$ cat src/rtl/fetch_stage.sv
// Instruction-fetch stage with PC, halt FSM and IF/ID pipeline register.
// Single-cycle memory handshake: a fetch is accepted when imem_req & imem_valid.
module fetch_stage #(
  parameter int unsigned      WIDTH     = 16,
  parameter logic [WIDTH-1:0] RESET_PC  = 16'h0000,
  parameter logic [WIDTH-1:0] NOP_INSTR = 16'hB800
) (
  input  logic             clk,
  input  logic             reset,
  input  logic             stallF,
  input  logic             stallD,
  input  logic             flushD,
  input  logic             pcsrcE,
  input  logic [WIDTH-1:0] pcbranchE,
  input  logic             jumpD,
  input  logic [WIDTH-1:0] pcjumpD,
  input  logic             haltD,
  output logic             imem_req,
  output logic [WIDTH-1:0] imem_addr,
  input  logic             imem_valid,
  input  logic [WIDTH-1:0] imem_rdata,
  output logic [WIDTH-1:0] instrD,
  output logic [WIDTH-1:0] pcplus1D,
  output logic             validD,
  output logic             haltedF,
  output logic [15:0]      fetch_cnt
);

  typedef enum logic {RUN, HALTED} state_t;

  state_t           state, state_next;
  logic [WIDTH-1:0] pcF, pc_next, pcplus1F;
  logic [WIDTH-1:0] instr_next, pcplus1_next;
  logic             valid_next;
  logic             accept, jtaken;

  assign pcplus1F  = pcF + 1'b1;
  assign imem_req  = (state == RUN) && !stallF;
  assign imem_addr = pcF;
  assign accept    = imem_req && imem_valid;
  assign jtaken    = jumpD && validD && !stallD && !flushD;
  assign haltedF   = (state == HALTED);

  always_comb begin
    state_next = state;
    if (state == RUN && haltD && validD && !flushD && !pcsrcE && !stallD)
      state_next = HALTED;
  end

  always_comb begin
    pc_next = pcF;
    if (state == HALTED)  pc_next = pcF;
    else if (pcsrcE)      pc_next = pcbranchE;
    else if (stallF)      pc_next = pcF;
    else if (jtaken)      pc_next = pcjumpD;
    else if (accept)      pc_next = pcplus1F;
  end

  // Redirects squash whatever was fetched this cycle; pcplus1D is left as-is on a bubble.
  always_comb begin
    instr_next   = NOP_INSTR;
    pcplus1_next = pcplus1D;
    valid_next   = 1'b0;
    if (flushD || pcsrcE || jtaken) begin
      instr_next = NOP_INSTR;
      valid_next = 1'b0;
    end else if (stallD) begin
      instr_next = instrD;
      valid_next = validD;
    end else if (accept) begin
      instr_next   = imem_rdata;
      pcplus1_next = pcplus1F;
      valid_next   = 1'b1;
    end
  end

  always_ff @(posedge clk) begin
    if (reset) begin
      state     <= RUN;
      pcF       <= RESET_PC;
      instrD    <= NOP_INSTR;
      pcplus1D  <= '0;
      validD    <= 1'b0;
      fetch_cnt <= '0;
    end else begin
      state     <= state_next;
      pcF       <= pc_next;
      instrD    <= instr_next;
      pcplus1D  <= pcplus1_next;
      validD    <= valid_next;
      if (accept) fetch_cnt <= fetch_cnt + 16'd1;
    end
  end

  assert property (@(posedge clk) disable iff (reset) !(stallD && !stallF));

endmodule

$ cat config.mk
export PLATFORM = sky130hd
export DESIGN_NAME = fetch_stage
export DESIGN_NICKNAME = d
export VERILOG_FILES = /design/src/rtl/fetch_stage.sv
export SDC_FILE = /design/constraint.sdc
export NUM_CORES = 1
export LEC_CHECK = 0
export CAP_MARGIN = 30
export CORE_UTILIZATION = 45
export CTS_BUF_LIST = sky130_fd_sc_hd__clkbuf_8
export DETAILED_ROUTE_END_ITERATION = 7
export PLACE_DENSITY = 0.9
export SYNTH_ARGS = -nofsm -noshare
export SYNTH_HDL_FRONTEND = slang
export SYNTH_SLANG_ARGS = --single-unit
$ cat constraint.sdc
create_clock -name clk -period 2.23 [get_ports clk]
set_input_delay 0.446 -clock clk [delete_from_list [all_inputs] [get_ports clk]]
set_output_delay 0.446 -clock clk [all_outputs]
set_load 0.02 [all_outputs]
==> Word-level counts from Yosys, hierarchy flattened <==
Cells that the tools add are included.
{ "op_classes": {"add_sub_neg": 2, "eq_ne": 1, "n_bitwise": 3, "muxes": 6, "n_reduce_logical": 20} }
{ "op_table": {"columns": ["operator", "n"], "rows": [
  ["2-to-1 mux 16 bit", 5],
  ["adder 16 x 1 -> 16 bit (second input constant)", 2],
  ["logical AND 1 bit", 10],
  ["AND reduction 3 bit", 2],
  ["logical NOT 1 bit", 4],
  ["NOT 1 bit", 3],
  ["nonzero test 3 bit", 1],
  ["logical OR 1 bit", 2],
  ["inequality test 2 x 1 -> 1 bit (second input constant)", 1],
  ["OR reduction 2 bit", 1],
  ["2-to-1 mux 1 bit", 1]
]} }
{ "totals": {"output_inout_bits": 67, "input_bits": 57, "ff_bits": 66, "word_cells": 38} }

==> Logic depth before layout (Yosys ltp) <==
Gate-level depths: netlist (run 1).
{ "logic_depth": {"word_depth": 7, "depth_mapped": 8, "ltp_nobuf": 6} }

==> Least setup slack after synthesis (run 1) <==
OpenSTA, ideal clock, no wires.
{ "synth_path": {"path_kind": "register to register", "from": "reg pcF[0] (netlist: imem_addr[0])", "to": "reg pcplus1D[12]", "arrival_ns": 1.874, "t_required_ns": 2.151, "path_stages_with_launch": 8, "synth_period_minus_slack_ns": 1.953, "n_path_buf": 1, "setup_time_ns": 0.079, "path_slack_ns": 0.277, "path_cell_list": "dfxtp_1 > ha_1 > nand2_1 > or3_1 > buf_2 > or2_1 > xor2_1 > a211oi_2"} }
{ "synth_via": {"elab_chain_cells": 1} }
{ "synth_lines": {"columns": ["item", "line", "rtl"], "rows": [
  ["start, declared", "32", "logic [WIDTH-1:0] pcF, pc_next, pcplus1F;"],
  ["start signal, assigned", "87", "pcF <= pc_next;"],
  ["adder 16 x 1 -> 16 bit", "37", "assign pcplus1F = pcF + 1'b1;"],
  ["end signal, assigned", "89", "pcplus1D <= pcplus1_next;"],
  ["end, declared", "23", "output logic [WIDTH-1:0] pcplus1D,"]
]} }
Every way passes these cells.
A chain may end at the register's enable or synchronous reset.

==> Worst setup path in the final report (run 1) <==
{ "layout_path": {"from": "in stallF", "to": "reg pcF[12] (netlist: imem_addr[12])"} }
{ "layout_via": {"elab_chain_cells": 5, "elab_cells_between_ends": 6, "cone_classes": "1 x eq/ne; 5 x reduce/logical"} }
{ "layout_lines": {"columns": ["item", "line", "rtl"], "rows": [
  ["start, declared", "10", "input logic stallF,"],
  ["logical NOT 1 bit", "38", "assign imem_req = (state == RUN) && !stallF;"],
  ["logical AND 1 bit", "38", null],
  ["logical AND 1 bit", "40", "assign accept = imem_req && imem_valid;"],
  ["nonzero test 3 bit (no line)", null, null],
  ["AND reduction 3 bit (no line) (*)", null, null]
]} }
Every way passes the cells marked *; elsewhere a longest branch is shown, timed or not.

==> flow_summary.json, run 1 <==
{
  "critical_path_class": "input pin to register",
  "synth-edff-count": 0,
  "post-route-period-util_pct": 91.8,
  "ys_ff_latch": 66,
  "reg2reg_depth": 5,
  "post-place-ws_ns": -0.132,
  "drv_cap": 0,
  "grt_first_pass_wirelength_um": 15900,
  "n_antenna_cell": 0,
  "cts-root-buf": "clkbuf_8",
  "worst_pin_slew_ns": 0.579,
  "die_h_um": 86.4,
  "wl_per_cell_um": 15.6,
  "grt_util_all_layers_pct": 27.3,
  "p_leak_nw": 1.74,
  "async_flop_share_pct": 0,
  "cts_tree": "built",
  "drcViolationCount": 0,
  "setup_violations": 0,
  "drv_slew": 0,
  "finClkSkew_ns": 0.00814,
  "port_buffers": 123,
  "fmax_ghz": 0.489,
  "peakVddDrop_uv": 399,
  "ant_nets": 0,
  "die_area_mm2": 0.00746,
  "clock_sinks": 66,
  "start_util_pct": 46.9,
  "dp_hpwl_um": 7390,
  "synthFlopType": "dfxtp_1",
  "routed_wl_um": 9700,
  "place.gp.congestion": 0.902,
  "syn_area_per_cell_um2": 8.43,
  "overflow": 0,
  "layout-drive-gt1-share_pct": 11.6,
  "io_pins": 124,
  "syn_nets": 439,
  "holdPathStages": 1,
  "start_kind": "input pin",
  "p_per_area_mw_per_mm2": 561,
  "finalHoldViolCount": 0,
  "fin_crit_ns": 2.05,
  "setup_slack_ns": 0.183,
  "first_pass_iters": 4,
  "hp-start": "imem_addr[9]",
  "finalSetupTns_ns": 0,
  "reg2reg_from": "imem_addr[4]",
  "yosysWarnings": 0,
  "rsz0062_at_grt": "no",
  "fin_area_mm2": 0.00493,
  "synth_area_mm2": 0.00320,
  "grt_pass1_vias": 3297,
  "cts_buffers": 9,
  "final_nets": 579,
  "chipWidth_um": 86.4,
  "rows": 30,
  "critPathMaxFanout": 4,
  "num_vias": 3394,
  "status": "completed",
  "cp.required_ns": 2.43,
  "htreeDepth": 3,
  "cp-end-kind": "register",
  "grt_max_degree": 31,
  "timing.rr.end": "imem_addr[12]",
  "yosysUniqueCellTypes": 53,
  "clkTransAtPathRegs_ns": 0.07,
  "ys_seq_area_share_pct": 41.3,
  "coreArea_mm2": 0.00683,
  "r2r_slack_ns": 0.27,
  "cts_hold_buf": 0,
  "cp.arrival_ns": 2.25,
  "area_delta_synth_final_pct": 54.1,
  "clk_latency_ns": 0.34,
  "synth_cells": 380,
  "drtIter0Drc": 249,
  "antenna_found_initial": 0,
  "p_total_mw": 2.77,
  "vias_per_cell": 5.47,
  "hold_end": "imem_addr[9]",
  "maxSlewHeadroom_pct": 61.0,
  "postPlaceCellArea_mm2": 0.00473,
  "cts_buffer_depth": 2,
  "holdCritPathClass": "register to register"
}
## sequential cells by signal, indices dropped and copies added (netlist names)
name / count
fetch_cnt: 16
imem_addr: 16
instrD: 16
pcplus1D: 16
haltedF: 1
validD: 1
## worst max-delay path by stage
stage / startpoint / endpoint / cells after the start
floorplan: imem_addr[0] / pcplus1D[12] / 7
global route: jumpD / imem_addr[8] / 7
detailed placement: stallF / imem_addr[12] / 6
finish: stallF / imem_addr[12] / 6
CTS: haltedF / haltedF / 2
global placement: stallD / imem_addr[8] / 7
## logic make-up after synthesis
family,after synthesis,share of synthesized area [%]
AO/OA/AOI/OAI,96,21.6
XOR/XNOR,27,7.39
adder cells (fa/ha/maj),2,0.781
buffers and inverters,33,4.30
flip-flops,66,41.3
multiplexers,5,1.56
AND/OR/NAND/NOR,151,23.1
## report_power, final
group | total (mW) | leakage, nW | internal, mW | switching [mW]
registers | 1.25 | 0.536 | 1.21 | 0.0371
clock network | 1.03 | 0.103 | 0.549 | 0.480
logic | 0.486 | 1.11 | 0.260 | 0.226
total | 2.77 | 1.74 | 2.02 | 0.743
## cell usage after synthesis, drive strengths merged (3+ instances only)
cell,count,area share [%]
a2111oi,3,1.6
a211oi,22,5.3
a21oi,16,2.5
a22oi,14,3.3
a311oi,5,1.4
a31oi,3,0.59
and3,3,0.59
and4,4,1.1
buf,9,1.4
clkbuf,20,2.4
dfxtp,66,41
inv,4,0.47
mux2i,5,1.6
nand2,22,2.7
nand2b,6,1.2
nand3,17,2.7
nand4,8,1.8
nor2,69,8.1
nor2b,4,0.78
nor3,3,0.47
o21ai,16,2.5
o22ai,4,0.78
or3,4,0.78
xnor2,8,2.2
xor2,19,5.2
## cells in the final DEF (no fill, tap or decap), types with 4 or more instances in the layout
master	n
buf_4	32
nand2_1	21
clkbuf_8	10
nand2b_1	6
nand4_1	7
mux2i_1	5
a311oi_1	5
and4_1	4
a22oi_1	14
inv_1	4
xnor2_1	8
o21ai_0	16
o22ai_1	4
nor2b_1	4
or3_1	4
clkdlybuf4s50_1	121
a21oi_1	16
dfxtp_1	66
xor2_1	19
nor2_1	69
nand3_1	17
a211oi_1	21
## per-layer routing
| metal | vias up | GRT usage (%) | part of all wire, % |
|---|---|---|---|
| li1 | 1648 | - | - |
| met1 | 1592 | 33.9 | 42 |
| met2 | 135 | 46.4 | 49 |
| met3 | 19 | 5.71 | 6.9 |
| met4 | 0 | 10.6 | 1.9 |
| met5 | - | 0 | 0 |
## through the flow
stage / hold slack, ns / cells / utilization (%)
floorplan: 0.568 / 380 / -
global placement: 0.467 / 605 / 69.3
detailed placement: 0.470 / 605 / 69.3
CTS: 0.494 / 621 / 72.2
global route: 0.509 / 621 / 72.2
finish: 0.489 / 621 / 72.2
## cell type report
type / instances / area [um2]
Tap cell: 96 / 120
Fill cell: 549 / 1900
Clock buffer: 10 / 138
Sequential cell: 66 / 1320
Multi-Input combinational cell: 281 / 1750
Inverter: 4 / 15.0
Clock inverter: 6 / 65.1
Timing Repair Buffer: 158 / 1530
## what timing repair did
item | in CTS | in global routing
setup buffers | 0 | 0
resized for setup | 1 | 0
setup endpoints to repair | 1 | 0
endpoints found under the hold margin | 0 | 0
## worst max-delay path, stage by stage
cell	delay (ns)
clkdlybuf4s50_1	0.52
or3b_2	0.54
a211oi_1	0.33
o21ai_0	0.16
a21oi_1	0.17
nor4b_1	0.07
No activity file was read; power rests on OpenSTA's default activity.
==> run 2: changes to the inputs <==
Settings changed: CORE_MARGIN set to 2.
==> run 2 against run 1 <==
Against the previous run: sequential share of layout area is 0.20 points higher; cell count fell by 0.97%; via count is 0.32% higher; global-route usage fell by 2.6 points; flip-flop and latch count unchanged; design area decreased by 0.74%; critical path depth down 5; critical path type is now register to primary output.
==> flow_summary.json, run 2 (same netlist as run 1, synthesis figures left out) <==
{
  "status": "completed",
  "first_pass_iters": 7,
  "grt_pass1_vias": 3289,
  "drv_slew": 0,
  "fin_util_pct": 71.7,
  "cpPeakStageDelay_ns": 0.71,
  "die_h_um": 88.4,
  "grt_util_all_layers_pct": 24.7,
  "p_per_area_mw_per_mm2": 562,
  "peakVddDrop_uv": 264,
  "clk_latency_ns": 0.34,
  "num_vias": 3405,
  "coreArea_mm2": 0.00683,
  "htreeDepth": 3,
  "dp_hpwl_um": 7120,
  "place.gp.congestion": 0.863,
  "final_cell_mix": "121 x clkdlybuf4s50_1, 69 x nor2_1, 66 x dfxtp_1",
  "cts-root-buf": "clkbuf_8",
  "vias_per_cell": 5.54,
  "critPathMaxFanout": 11,
  "die_area_mm2": 0.00781,
  "critical_path.top_delay_family": "buffers and inverters",
  "cts_buffer_depth": 2,
  "final_nets": 574,
  "grt_first_pass_wirelength_um": 15200,
  "overflow": 0,
  "cp.arrival_ns": 1.69,
  "drcViolationCount": 0,
  "finClkSkew_ns": 0.00674,
  "p_leak_nw": 1.72,
  "rows": 30,
  "post-route-period-util_pct": 96.0,
  "n_antenna_cell": 0,
  "clkTransAtPathRegs_ns": 0.07,
  "io_pins": 124,
  "ant_nets": 0,
  "worst_pin_slew_ns": 0.526,
  "layout-drive-gt1-share_pct": 10.4,
  "holdCritPathClass": "input pin to register",
  "cp-end-kind": "primary output",
  "grt_max_degree": 31,
  "drv_cap": 0,
  "critical_path_class": "register to primary output",
  "slowest_stage": "clkdlybuf4s50_1",
  "multi_input_area_mm2": 0.00175,
  "start_util_pct": 46.9,
  "port_buffers": 123,
  "cts_buffers": 9,
  "routed_wl_um": 9550,
  "wl_per_cell_um": 15.5,
  "drtIter0Drc": 223,
  "cp.required_ns": 1.78,
  "start_kind": "register",
  "worst_hold_slack_ns": 0.432,
  "setup_violations": 0,
  "chipWidth_um": 88.4,
  "area_delta_synth_final_pct": 53.0,
  "cp_num_buf_inv": 1,
  "clock_sinks": 66,
  "fin_crit_ns": 2.14,
  "path_cells": "clkdlybuf4s50_1",
  "maxSlewHeadroom_pct": 64.9,
  "regArea_mm2": 0.00132,
  "rsz0062_at_grt": "no",
  "fill_cells": 559,
  "finalHoldViolCount": 0,
  "fmax_ghz": 0.467,
  "final_common_cell": "clkdlybuf4s50_1",
  "antenna_found_initial": 0,
  "cts_tree": "built",
  "finalSetupTns_ns": 0
}
## run 2: cell count changes in the layout (fill, tap and decap cells not counted), sizes merged
cell	change
clkbuf	+2
buf	-5
clkinvlp	-1
clkinv	-2
## run 2: cell type report
class | count | share of cell area, %
Timing Repair Buffer | 153 | 30.4
Tap cell | 96 | 2.45
Clock inverter | 3 | 0.792
Clock buffer | 12 | 3.37
Multi-Input combinational cell | 281 | 35.7
Inverter | 4 | 0.307
Sequential cell | 66 | 27.0
## run 2: power breakdown
part / internal, mW / total, mW / switching, mW
combinational: 0.255 / 0.473 / 0.219
sequential: 1.21 / 1.26 / 0.0422
clock: 0.596 / 1.02 / 0.428
## run 2: routing by layer
metal  up-vias  wire length (um)  share of wire, %  track usage [%]
li1       1636                 -                 -                -
met1      1566              3920                41             30.2
met2       175              4710                49             42.0
met3        28               692               7.2             4.57
met4         0               222               2.3             11.4
met5         -                 0                 0                0
## run 2: final timing paths
path | from | endpoint | slack, ns | cells past startpoint
setup / recovery | haltedF | haltedF | 0.09 | 1
hold / removal | reset | fetch_cnt[1] | 0.43 | 2
setup reg to reg | imem_addr[1] | pcplus1D[12] | 0.27 | 6
hold reg to reg | instrD[15] | instrD[15] | 0.50 | 2
## run 2: what timing repair did
item	CTS	global route
endpoints found under the setup margin	1	0
buffers inserted	0	0
hold buffers	0	0
gates resized for setup	1	0
hold endpoints to repair	0	0
## run 2: through the flow
step	worst slack [ns]	power, mW	instances	cell area [um2]
floorplan	0.277	1.49	380	3200
detailed placement	-0.0961	1.75	600	4690
CTS	0.113	2.76	615	4900
finish	0.0901	2.75	615	4900
global placement	-0.0156	1.74	600	4690
global route	0.0107	2.85	615	4900
